**src/rtl/tone_seq_pkg.sv**
```systemverilog
// Shared types and default widths for the tone sequencer.
package tone_seq_pkg;

  localparam int unsigned TS_ACC_W   = 32;
  localparam int unsigned TS_DWELL_W = 24;
  localparam int unsigned TS_DEPTH   = 8;
  localparam int unsigned TS_IDX_W   = $clog2(TS_DEPTH);
  localparam int unsigned TS_NUM_W   = TS_IDX_W + 1;
  localparam int unsigned TS_ENTRY_W = TS_ACC_W + TS_DWELL_W;

  typedef enum logic [1:0] {
    IDLE = 2'd0,
    LOAD = 2'd1,
    RUN  = 2'd2,
    FIN  = 2'd3
  } state_t;

  typedef struct packed {
    logic [TS_ACC_W-1:0]   step;
    logic [TS_DWELL_W-1:0] dwell;
  } tone_entry_t;

endpackage

```
**src/rtl/tone_seq_table.sv**
```systemverilog
// Tone table: DEPTH-entry register file, one write port, one registered read port.
// A same-cycle write and read of one entry returns the old contents.
module tone_seq_table
  import tone_seq_pkg::*;
#(
  parameter int unsigned DEPTH  = TS_DEPTH,
  parameter int unsigned DATA_W = TS_ENTRY_W,
  parameter int unsigned ADDR_W = $clog2(DEPTH)
) (
  input  logic              clk,
  input  logic              wr_en,
  input  logic [ADDR_W-1:0] wr_addr,
  input  logic [DATA_W-1:0] wr_data,
  input  logic [ADDR_W-1:0] rd_addr,
  output logic [DATA_W-1:0] rd_data
);

  logic [DATA_W-1:0] mem [DEPTH];

  // Storage is deliberately not reset; read data reflects pre-write contents.
  always_ff @(posedge clk) begin
    if (wr_en) mem[wr_addr] <= wr_data;
    rd_data <= mem[rd_addr];
  end

endmodule

```
**src/rtl/axis_tone_sequencer.sv**
```systemverilog
// Plays a programmed list of (step, dwell) tones into the NCO step stream.
// Optional feature macro: TONE_SEQ_RAMP_EN (ramp tdata toward each new step).
module axis_tone_sequencer
  import tone_seq_pkg::*;
#(
  parameter int unsigned ACC_WIDTH   = TS_ACC_W,
  parameter int unsigned DEPTH       = TS_DEPTH,
  parameter int unsigned DWELL_WIDTH = TS_DWELL_W,
  parameter int unsigned RAMP_SHIFT  = 4
) (
  input  logic                         aclk,
  input  logic                         arst,
  input  logic                         cfg_wr_en,
  input  logic [$clog2(DEPTH)-1:0]     cfg_wr_addr,
  input  logic [ACC_WIDTH-1:0]         cfg_wr_step,
  input  logic [DWELL_WIDTH-1:0]       cfg_wr_dwell,
  input  logic [$clog2(DEPTH):0]       cfg_num_tones,
  input  logic                         cfg_loop,
  input  logic                         start,
  input  logic                         stop,
  output logic [ACC_WIDTH-1:0]         m_axis_step_tdata,
  output logic                         m_axis_step_tvalid,
  input  logic                         m_axis_step_tready,
  output logic                         busy,
  output logic                         done,
  output logic [$clog2(DEPTH)-1:0]     tone_idx
);

  localparam int unsigned IDX_W = $clog2(DEPTH);
  localparam int unsigned NUM_W = IDX_W + 1;
  localparam int unsigned ENT_W = ACC_WIDTH + DWELL_WIDTH;

  if (RAMP_SHIFT >= ACC_WIDTH) begin : g_bad_ramp_shift
    $error("RAMP_SHIFT must be smaller than ACC_WIDTH");
  end

  state_t                 state_q, state_d;
  logic [IDX_W-1:0]       idx_q, idx_d;
  logic [NUM_W-1:0]       num_q, num_d;
  logic                   loop_q, loop_d;
  logic [DWELL_WIDTH-1:0] cnt_q, cnt_d;
  logic [ACC_WIDTH-1:0]   tdata_q, tdata_d;
  logic                   tvalid_q, busy_q, done_q;
  logic [ENT_W-1:0]       rd_data;
  logic [ACC_WIDTH-1:0]   rd_step;
  logic [DWELL_WIDTH-1:0] rd_dwell;
  logic                   beat;
  logic                   last_tone;

  assign rd_step   = rd_data[ENT_W-1:DWELL_WIDTH];
  assign rd_dwell  = rd_data[DWELL_WIDTH-1:0];
  assign beat      = tvalid_q & m_axis_step_tready;
  assign last_tone = (idx_q == IDX_W'(num_q - NUM_W'(1)));

  // Read address follows the next index so the entry is ready during LOAD.
  tone_seq_table #(
    .DEPTH  (DEPTH),
    .DATA_W (ENT_W),
    .ADDR_W (IDX_W)
  ) u_table (
    .clk     (aclk),
    .wr_en   (cfg_wr_en),
    .wr_addr (cfg_wr_addr),
    .wr_data ({cfg_wr_step, cfg_wr_dwell}),
    .rd_addr (idx_d),
    .rd_data (rd_data)
  );

`ifdef TONE_SEQ_RAMP_EN
  logic [ACC_WIDTH-1:0] target_q, target_d;
  logic [ACC_WIDTH-1:0] ramp_diff, ramp_delta, ramp_next;
  logic                 ramp_up;

  // One ramp step toward the target: |diff|>>RAMP_SHIFT, at least 1, never past it.
  always_comb begin
    ramp_up    = (target_q > tdata_q);
    ramp_diff  = ramp_up ? (target_q - tdata_q) : (tdata_q - target_q);
    ramp_delta = ramp_diff >> RAMP_SHIFT;
    if (ramp_delta == '0) ramp_delta = ACC_WIDTH'(1);
    ramp_next  = ramp_up ? (tdata_q + ramp_delta) : (tdata_q - ramp_delta);
  end
`endif

  // Next-state and datapath decode.
  always_comb begin
    state_d = state_q;
    idx_d   = idx_q;
    num_d   = num_q;
    loop_d  = loop_q;
    cnt_d   = cnt_q;
    tdata_d = tdata_q;
`ifdef TONE_SEQ_RAMP_EN
    target_d = target_q;
`endif
    case (state_q)
      IDLE: begin
        if (start) begin
          if (cfg_num_tones != '0) begin
            state_d = LOAD;
            num_d   = cfg_num_tones;
            loop_d  = cfg_loop;
            idx_d   = '0;
          end else begin
            state_d = FIN;
          end
        end
      end
      LOAD: begin
        cnt_d = (rd_dwell == '0) ? DWELL_WIDTH'(1) : rd_dwell;
`ifdef TONE_SEQ_RAMP_EN
        target_d = rd_step;
`else
        tdata_d  = rd_step;
`endif
        state_d = RUN;
      end
      RUN: begin
        if (beat) begin
`ifdef TONE_SEQ_RAMP_EN
          if (tdata_q != target_q) tdata_d = ramp_next;
          else
`endif
          if (cnt_q == DWELL_WIDTH'(1)) begin
            cnt_d = '0;
            if (last_tone && !loop_q) begin
              state_d = FIN;
            end else begin
              idx_d   = last_tone ? '0 : (idx_q + IDX_W'(1));
              state_d = LOAD;
            end
          end else begin
            cnt_d = cnt_q - DWELL_WIDTH'(1);
          end
        end
      end
      FIN: state_d = IDLE;
      default: state_d = IDLE;
    endcase
    // Abort overrides everything, including a simultaneous start.
    if (stop) begin
      state_d = IDLE;
      idx_d   = '0;
      cnt_d   = '0;
    end
  end

  // State and registered outputs.
  always_ff @(posedge aclk or posedge arst) begin
    if (arst) begin
      state_q  <= IDLE;
      idx_q    <= '0;
      num_q    <= '0;
      loop_q   <= 1'b0;
      cnt_q    <= '0;
      tdata_q  <= '0;
      tvalid_q <= 1'b0;
      busy_q   <= 1'b0;
      done_q   <= 1'b0;
`ifdef TONE_SEQ_RAMP_EN
      target_q <= '0;
`endif
    end else begin
      state_q  <= state_d;
      idx_q    <= idx_d;
      num_q    <= num_d;
      loop_q   <= loop_d;
      cnt_q    <= cnt_d;
      tdata_q  <= tdata_d;
      tvalid_q <= (state_d == RUN);
      busy_q   <= (state_d != IDLE);
      done_q   <= (state_d == FIN);
`ifdef TONE_SEQ_RAMP_EN
      target_q <= target_d;
`endif
    end
  end

  assign m_axis_step_tdata  = tdata_q;
  assign m_axis_step_tvalid = tvalid_q;
  assign busy               = busy_q;
  assign done               = done_q;
  assign tone_idx           = idx_q;

endmodule
```
**config.mk**
```make
export PLATFORM = sky130hd
export DESIGN_NAME = axis_tone_sequencer
export DESIGN_NICKNAME = d
export VERILOG_FILES = /design/src/rtl/tone_seq_pkg.sv /design/src/rtl/tone_seq_table.sv /design/src/rtl/axis_tone_sequencer.sv
export SDC_FILE = /design/constraint.sdc
export NUM_CORES = 1
export LEC_CHECK = 0
export ABC_CLOCK_PERIOD_IN_PS = 4600
export CORE_UTILIZATION = 62
export CTS_BUF_LIST = sky130_fd_sc_hd__clkbuf_8
export DETAILED_ROUTE_END_ITERATION = 6
export GPL_ROUTABILITY_DRIVEN = 0
export PLACE_DENSITY = 0.81
export SLEW_MARGIN = 20
export SYNTH_ARGS = -nofsm -noshare
export SYNTH_HDL_FRONTEND = slang
export SYNTH_HIERARCHICAL = 1
export SYNTH_SLANG_ARGS = --single-unit
```
**constraint.sdc**
```tcl
create_clock -name aclk -period 4.6 [get_ports aclk]
set_input_delay 0.92 -clock aclk [delete_from_list [all_inputs] [get_ports aclk]]
set_output_delay 0.92 -clock aclk [all_outputs]
set_load 0.02 [all_outputs]
```
==> reports/metrics.cfg, run 1 <==
[run_status]
status = completed

[synthesis]
synth_top_family_by_area = multiplexers
synth.top_cell.area_share = 0.623
synth_cell_types = 65
synth_cells = 1117
synth_xor_area_frac = 0.00307
yosysWarnings = 6
synth_compound_area_frac = 0.0268
async_flop_share = 0.119
yosysMostFrequentCell = edfxtp_1
synth_area_leaders = edfxtp_1 62%, mux4_2 12%, dfrtp_1 7.9%, dfxtp_1 5.2%, mux2_2 3.1%
synth_fa_ha_area_frac = 0.00232
synthesis.nets = 1191
syn_area_per_cell_um2 = 19.3
synthTopCellsByCount = 448 x edfxtp_1, 118 x nand2_1, 112 x mux4_2, 68 x dfrtp_1, 60 x mux2_2
synthMuxAreaShare = 0.148
synth_area_mm2 = 0.0216
yosys.area_share.simple = 0.0521
synth-seq-cells = 572
synth_area_leader_cell = edfxtp_1
synth-edff-count = 448
seq_area_frac_synth = 0.754
ys.flop_type = edfxtp_1

[floorplan]
start_util = 0.637
fp.dieH_um = 189
die-area_mm2 = 0.0356
rows = 67
io_pins = 108
die_x_um = 189
core_region_area_mm2 = 0.0339

[min_path]
min_path_cells = 2
min_to = m_axis_step_tdata[10]$_DFFE_PP0P_
min_from = u_table/rd_data[34]$_DFF_P_
hp-class = register to register

[detailed_routing]
vias_per_cell = 6.15
drc = 0
drt-total-wl_mm = 42.7
vias = 11139
drt-initial-drc-count = 829
firstDrtPassIters = 7
drt-wirelength-per-cell_um = 23.6
ant_nets = 0

[setup_path]
cp-start-kind = register
crit_fanout = 22
crit_type = register to register
reg2regPathDepth = 10
reg2reg_from = cnt_q[1]$_DFFE_PP0P_
crit_chain = inv_1 -> ha_1 -> or4b_1 -> or3_4 -> or4_1 -> o31ai_4 -> buf_12 -> buf_4 -> mux4_2 -> mux2_2
arrival_ps = 4350
r2r_end = u_table/rd_data[53]$_DFF_P_
reg2reg_slack_ps = 740
cp_top_family = simple AND/OR/NAND/NOR gates
crit_slowest_cell = mux4_2
path_buf_inv = 3
slowest_delay_ps = 570
end_kind = register
critPathRequiredTime_ps = 5090

[cts]
cts_setup_buffers = 0
root_buffer = clkbuf_8
hold_buffers = 0
clk_latency_ps = 610
cts_resized = 0
cts_sinks = 572
cts.htree.levels = 3
cts_buffer_depth = 3
cts_tree = done
worst_setup_hold_path_clk_slew_ps = 60
cts_buffers = 86

[timing]
worst_pin_slew_ps = 1060
setup_viol = 0
finalMaxSlewViolations = 0
setup_tns_ps = 0
fmax_ghz = 0.259
final_hold_viol_count = 0
finClkSkew_ps = 23.9
max-slew-margin-rel = 0.293
min_period_ps = 3860
rsz0062_at_grt = false
finalCritPeriodShare = 0.838

[global_route]
grt_pass1_wl_mm = 65.4
grt_max_degree = 58
overflow = 0
grt_antenna_before_repair = 7
first_global_vias = 11566
grt_util_all_layers = 0.247

[layout]
design_area_mm2 = 0.0253
fillers = 1859
stdcell_count = 1811
final_nets = 1364
area_growth_pct = 17.0
post-route-util = 0.746
drive_gt1_frac = 0.256

[place]
portBuffers = 107
hpwl_mm = 23.9
dp.cells = 1650
placed_area_mm2 = 0.0235

[power_and_ir_drop]
power_density_mw_per_mm2 = 432
p_leak_nw = 8.65
ir_drop_uv = 328

[flow_run]
maxCapViolCount = 0

## routing by layer
metal  GRT usage  vias to the layer above  routed length, µm  part of all wire
met5           0                        -                 50            0.0012
met4      0.0912                        8                977             0.023
met3      0.0531                       99               3070             0.072
met2       0.408                      452              21400              0.50
met1       0.325                     5729              17200              0.40
li1            -                     4851                  -                 -
## state kept, by name, summed over array words and instances, names as in the netlist
signal,flops
num_q,3
m_axis_step_tvalid,1
done,1
state_q,2
busy,1
loop_q,1
u_table/rd_data,56
u_table/mem,448
tone_idx,3
m_axis_step_tdata,32
cnt_q,24
## where the power goes
group          internal [mW]  leakage [nW]  total [mW]  switching [mW]
sequential              5.82          5.42        5.93           0.108
combinational          0.344          2.21       0.797           0.453
clock                   2.31          1.01        4.18            1.87
total                   8.47          8.65        10.9            2.43
## area by class of cell
| type | count | area (µm²) | share of cell area |
|---|---|---|---|
| diodes | 3 | 7.51 | 0.000297 |
| clock buffers | 99 | 1360 | 0.0539 |
| clock inverters | 59 | 415 | 0.0164 |
| inverters | 7 | 26.3 | 0.00104 |
| multi-input cells | 488 | 5120 | 0.203 |
| flip-flops and latches | 572 | 16300 | 0.644 |
| well taps | 448 | 561 | 0.0222 |
| repair buffers | 135 | 1490 | 0.0591 |
## per-stage QoR
stage | power (mW) | setup slack [ps] | hold slack (ps)
final | 10.9 | 744 | 416
after global routing | 11.3 | 604 | 438
after CTS | 11.0 | 733 | 416
after detailed placement | 6.81 | 481 | 409
after global placement | 6.78 | 557 | 410
after floorplan | 6.42 | 650 | 398
## placed cells by master (no fill, tap or decap), types with 11 or more instances in the layout
cell,netlist,layout
clkinv_2,0,11
buf_4,0,11
buf_12,0,17
nor4_1,12,12
nand2_1,118,118
clkbuf_8,0,99
edfxtp_1,448,448
dfxtp_1,56,56
o21ai_0,17,17
mux2_2,60,60
clkdlybuf4s50_1,0,107
inv_1,7,37
mux4_2,112,112
nor2_1,24,18
dfrtp_1,68,68
a21oi_1,12,12
## worst min-delay path: stages, from the launching register on
cell     delay [ps]
dfxtp_1         300
nand2_1          50
nand2_1          40
## logic make-up (layout without fill, tap and decap cells)
kind of cell | after synthesis | count (layout)
buffers and inverters | 57 | 300
AND/OR/NAND/NOR | 226 | 226
other | 0 | 3
multiplexers | 172 | 172
AO/OA/AOI/OAI | 80 | 80
XOR/XNOR | 6 | 6
flip-flops | 572 | 572
adder cells (fa/ha/maj) | 4 | 4
## worst max path at each step
| stage | startpoint | endpoint | slack (ps) | cells after the start |
|---|---|---|---|---|
| global placement | cfg_num_tones[1] | u_table/rd_data[53]$_DFF_P_ | 560 | 10 |
| floorplan | cfg_wr_addr[2] | u_table/mem[1][0]$_DFFE_PP_ | 650 | 2 |
| detailed placement | cfg_num_tones[1] | u_table/rd_data[18]$_DFF_P_ | 480 | 10 |
| finish | cnt_q[1]$_DFFE_PP0P_ | u_table/rd_data[53]$_DFF_P_ | 740 | 10 |
| CTS | cnt_q[1]$_DFFE_PP0P_ | u_table/rd_data[18]$_DFF_P_ | 730 | 10 |
| global route | cnt_q[1]$_DFFE_PP0P_ | u_table/rd_data[53]$_DFF_P_ | 600 | 10 |
Power figures use the tool's default switching activity.
==> run 2: changes to the inputs <==
--- a/config.mk
+++ b/config.mk
@@ -5,12 +5,12 @@
 export SDC_FILE = /design/constraint.sdc
 export NUM_CORES = 1
 export LEC_CHECK = 0
-export ABC_CLOCK_PERIOD_IN_PS = 4600
-export CORE_UTILIZATION = 62
+export ABC_CLOCK_PERIOD_IN_PS = 3300
+export CORE_UTILIZATION = 56
 export CTS_BUF_LIST = sky130_fd_sc_hd__clkbuf_8
 export DETAILED_ROUTE_END_ITERATION = 6
 export GPL_ROUTABILITY_DRIVEN = 0
-export PLACE_DENSITY = 0.81
+export PLACE_DENSITY = 0.77
 export SLEW_MARGIN = 20
 export SYNTH_ARGS = -nofsm -noshare
 export SYNTH_HDL_FRONTEND = slang
==> constraint.sdc (replaced) <==
create_clock -name aclk -period 3.3 [get_ports aclk]
set_input_delay 0.66 -clock aclk [delete_from_list [all_inputs] [get_ports aclk]]
set_output_delay 0.66 -clock aclk [all_outputs]
set_load 0.02 [all_outputs]
==> run 2 against run 1 <==
Against the previous run:
- the run now ends with DRC, setup timing left
- critical endpoint is now u_table/rd_data[44]$_DFF_P_
- routed wire length up 8.6%
- worst setup slack worse by 980 ps
- largest power group unchanged
- power up 40%
- largest cell class unchanged
- clock power up 39%
- flip-flop and latch count unchanged
- hold slack worse by 99 ps
- register-to-register slack worse by 980 ps
- combinational power up 52%
==> reports/metrics.cfg, run 2 (synthesized netlist as in run 1, its figures left out) <==
[run_status]
status = finished with violations  ; was completed
failed_checks = DRC, setup timing

[layout]
largest_reg_flops = 448  ; unchanged
final_cell_mix = 448 x edfxtp_1, 118 x nand2_1, 112 x mux4_2, 107 x clkbuf_8, 107 x clkdlybuf4s50_1  ; was 448 x edfxtp_1, 118 x nand2_1, 112 x mux4_2, 107 x clkdlybuf4s50_1, 99 x clkbuf_8
final_nets = 1444  ; was 1,364
layout_commonest_cell = edfxtp_1  ; unchanged
regMostFlops = u_table/mem  ; unchanged
area_growth_pct = 22.6  ; was 17.0%
post-route-util = 0.699  ; was 0.746
drive_gt1_frac = 0.302  ; was 0.256

[global_route]
grt_antenna_before_repair = 3  ; was 7
first_global_vias = 12156  ; was 11,566
overflow = 0  ; unchanged
grt_pass1_wl_mm = 70.0  ; was 65.4 mm
grt_util_all_layers = 0.246  ; was 0.247
grt_max_degree = 57  ; was 58

[timing]
fmax_ghz = 0.283  ; was 0.259 GHz
worst_pin_slew_ps = 679  ; was 1060 ps
min_period_ps = 3530  ; was 3860 ps
final_hold_viol_count = 0  ; unchanged
finalMaxSlewViolations = 0  ; unchanged
finalCritPeriodShare = 1.07  ; was 0.838
setup_tns_ps = -7740  ; was 0 ps
rsz0062_at_grt = true  ; was false
finClkSkew_ps = 29.0  ; was 23.9 ps
fin_ws_ps = -232  ; was 744 ps
setup_viol = 56  ; was 0
max-slew-margin-rel = 0.547  ; was 0.293
hold-worst-slack_ps = 317  ; was 416 ps

[power_and_ir_drop]
power_density_mw_per_mm2 = 576  ; was 432 mW/mm²
power.internal_mw = 11.8  ; was 8.47 mW
switching_share = 0.228  ; was 0.223
p_leak_nw = 9.26  ; was 8.65 nW
seqPwrFrac = 0.541  ; was 0.543
clkPwrFrac = 0.380  ; was 0.383
ir_drop_uv = 473  ; was 328 µV
p_total_mw = 15.2  ; was 10.9 mW
combPwrFrac = 0.079  ; was 0.073
p_sw_mw = 3.48  ; was 2.43 mW

[setup_path]
crit_type = register to register  ; unchanged
reg2regPathDepth = 12  ; was 10
crit_fanout = 7  ; was 22
arrival_ps = 4050  ; was 4350 ps
critPathRequiredTime_ps = 3820  ; was 5090 ps
reg2reg_slack_ps = -230  ; was 740 ps
end_kind = register  ; unchanged
cp-start-kind = register  ; unchanged
reg2reg_from = cnt_q[1]$_DFFE_PP0P_  ; unchanged
r2r_end = u_table/rd_data[44]$_DFF_P_  ; was u_table/rd_data[53]$_DFF_P_

[place]
portBuffers = 107  ; unchanged
hpwl_mm = 25.3  ; was 23.9 mm
post-place-ws_ps = -273  ; was 481 ps

[floorplan]
die-area_mm2 = 0.0393  ; was 0.0356 mm²
die_x_um = 198  ; was 189 µm
fp.dieH_um = 198  ; was 189 µm
core_region_area_mm2 = 0.0378  ; was 0.0339 mm²
rows = 71  ; was 67
start_util = 0.570  ; was 0.637
io_pins = 108  ; unchanged

[flow_run]
maxCapViolCount = 0  ; unchanged

[cts]
worst_setup_hold_path_clk_slew_ps = 70  ; was 60 ps
cts_buffers = 87  ; was 86
cts_sinks = 572  ; unchanged
cts_buffer_depth = 3  ; unchanged
cts_tree = done  ; unchanged
hold_buffers = 0  ; unchanged
root_buffer = clkbuf_8  ; unchanged
clk_latency_ps = 640  ; was 610 ps
cts.htree.levels = 3  ; unchanged

[detailed_routing]
firstDrtPassIters = 7  ; unchanged
drt-total-wl_mm = 46.3  ; was 42.7 mm
drt-wirelength-per-cell_um = 23.7  ; was 23.6 µm
vias_per_cell = 5.85  ; was 6.15
drt-initial-drc-count = 1034  ; was 829
vias = 11455  ; was 11,139
ant_nets = 0  ; unchanged
drc = 1  ; was 0

[min_path]
hp-class = input pin to async pin  ; was register to register

## run 2: metal layers
layer | vias up | track usage | routed length [µm]
met1 | 5854 | 0.324 | 18400
met3 | 87 | 0.0538 | 3470
met2 | 488 | 0.410 | 23400
met4 | 2 | 0.0807 | 966
li1 | 5024 | - | -
met5 | - | 0 | 17
## run 2: worst max path at each step
stage / from / to / slack [ps] / cells past startpoint
after floorplan: cfg_wr_addr[2] / u_table/mem[2][0]$_DFFE_PP_ / -390 / 2
after global placement: m_axis_step_tready / u_table/rd_data[42]$_DFF_P_ / -270 / 8
after detailed placement: m_axis_step_tready / u_table/rd_data[42]$_DFF_P_ / -270 / 8
after CTS: cnt_q[1]$_DFFE_PP0P_ / u_table/rd_data[25]$_DFF_P_ / -200 / 11
after global routing: cnt_q[1]$_DFFE_PP0P_ / u_table/rd_data[20]$_DFF_P_ / -330 / 12
final: cnt_q[1]$_DFFE_PP0P_ / u_table/rd_data[44]$_DFF_P_ / -230 / 12
## run 2: layout make-up
class	count	area, µm²
Timing Repair Buffer	214	2510
Clock inverter	57	315
Fill cell	2291	11400
Multi-Input combinational cell	488	5210
Tap cell	511	639
Inverter	7	26.3
Sequential cell	572	16300
Clock buffer	107	1470
Antenna cell	2	5.00
## run 2: power groups by stage
stage | registers [mW] | clock network [mW] | logic [mW]
global route | 8.26 | 6.22 | 1.30
detailed placement | 8.38 | 0 | 1.19
CTS | 8.24 | 5.89 | 1.21
finish | 8.24 | 5.79 | 1.21
global placement | 8.36 | 0 | 1.17
floorplan | 8.48 | 0 | 0.469
## run 2: worst max-delay path: stages (launching register included)
cell	delay (ps)
dfrtp_1	390
inv_2	80
ha_4	120
or4b_4	460
or3_4	340
or4_4	440
o31ai_4	190
buf_6	160
buf_12	180
buf_12	140
buf_16	120
mux4_2	520
mux2_4	280
## run 2: repair_timing
action,CTS,global route
cloned,8,3
gates resized for setup,44,4
buffers inserted,9,7
setup endpoints to repair,56,56
pin swaps,1,0
## run 2: per-stage QoR
step	std cells	cell area, µm²
2_1_floorplan	1117	21700
3_3_place_gp	1771	24200
3_5_place_dp	1771	24200
4_1_cts	1952	26400
5_1_grt	1956	26500
6_report	1958	26500
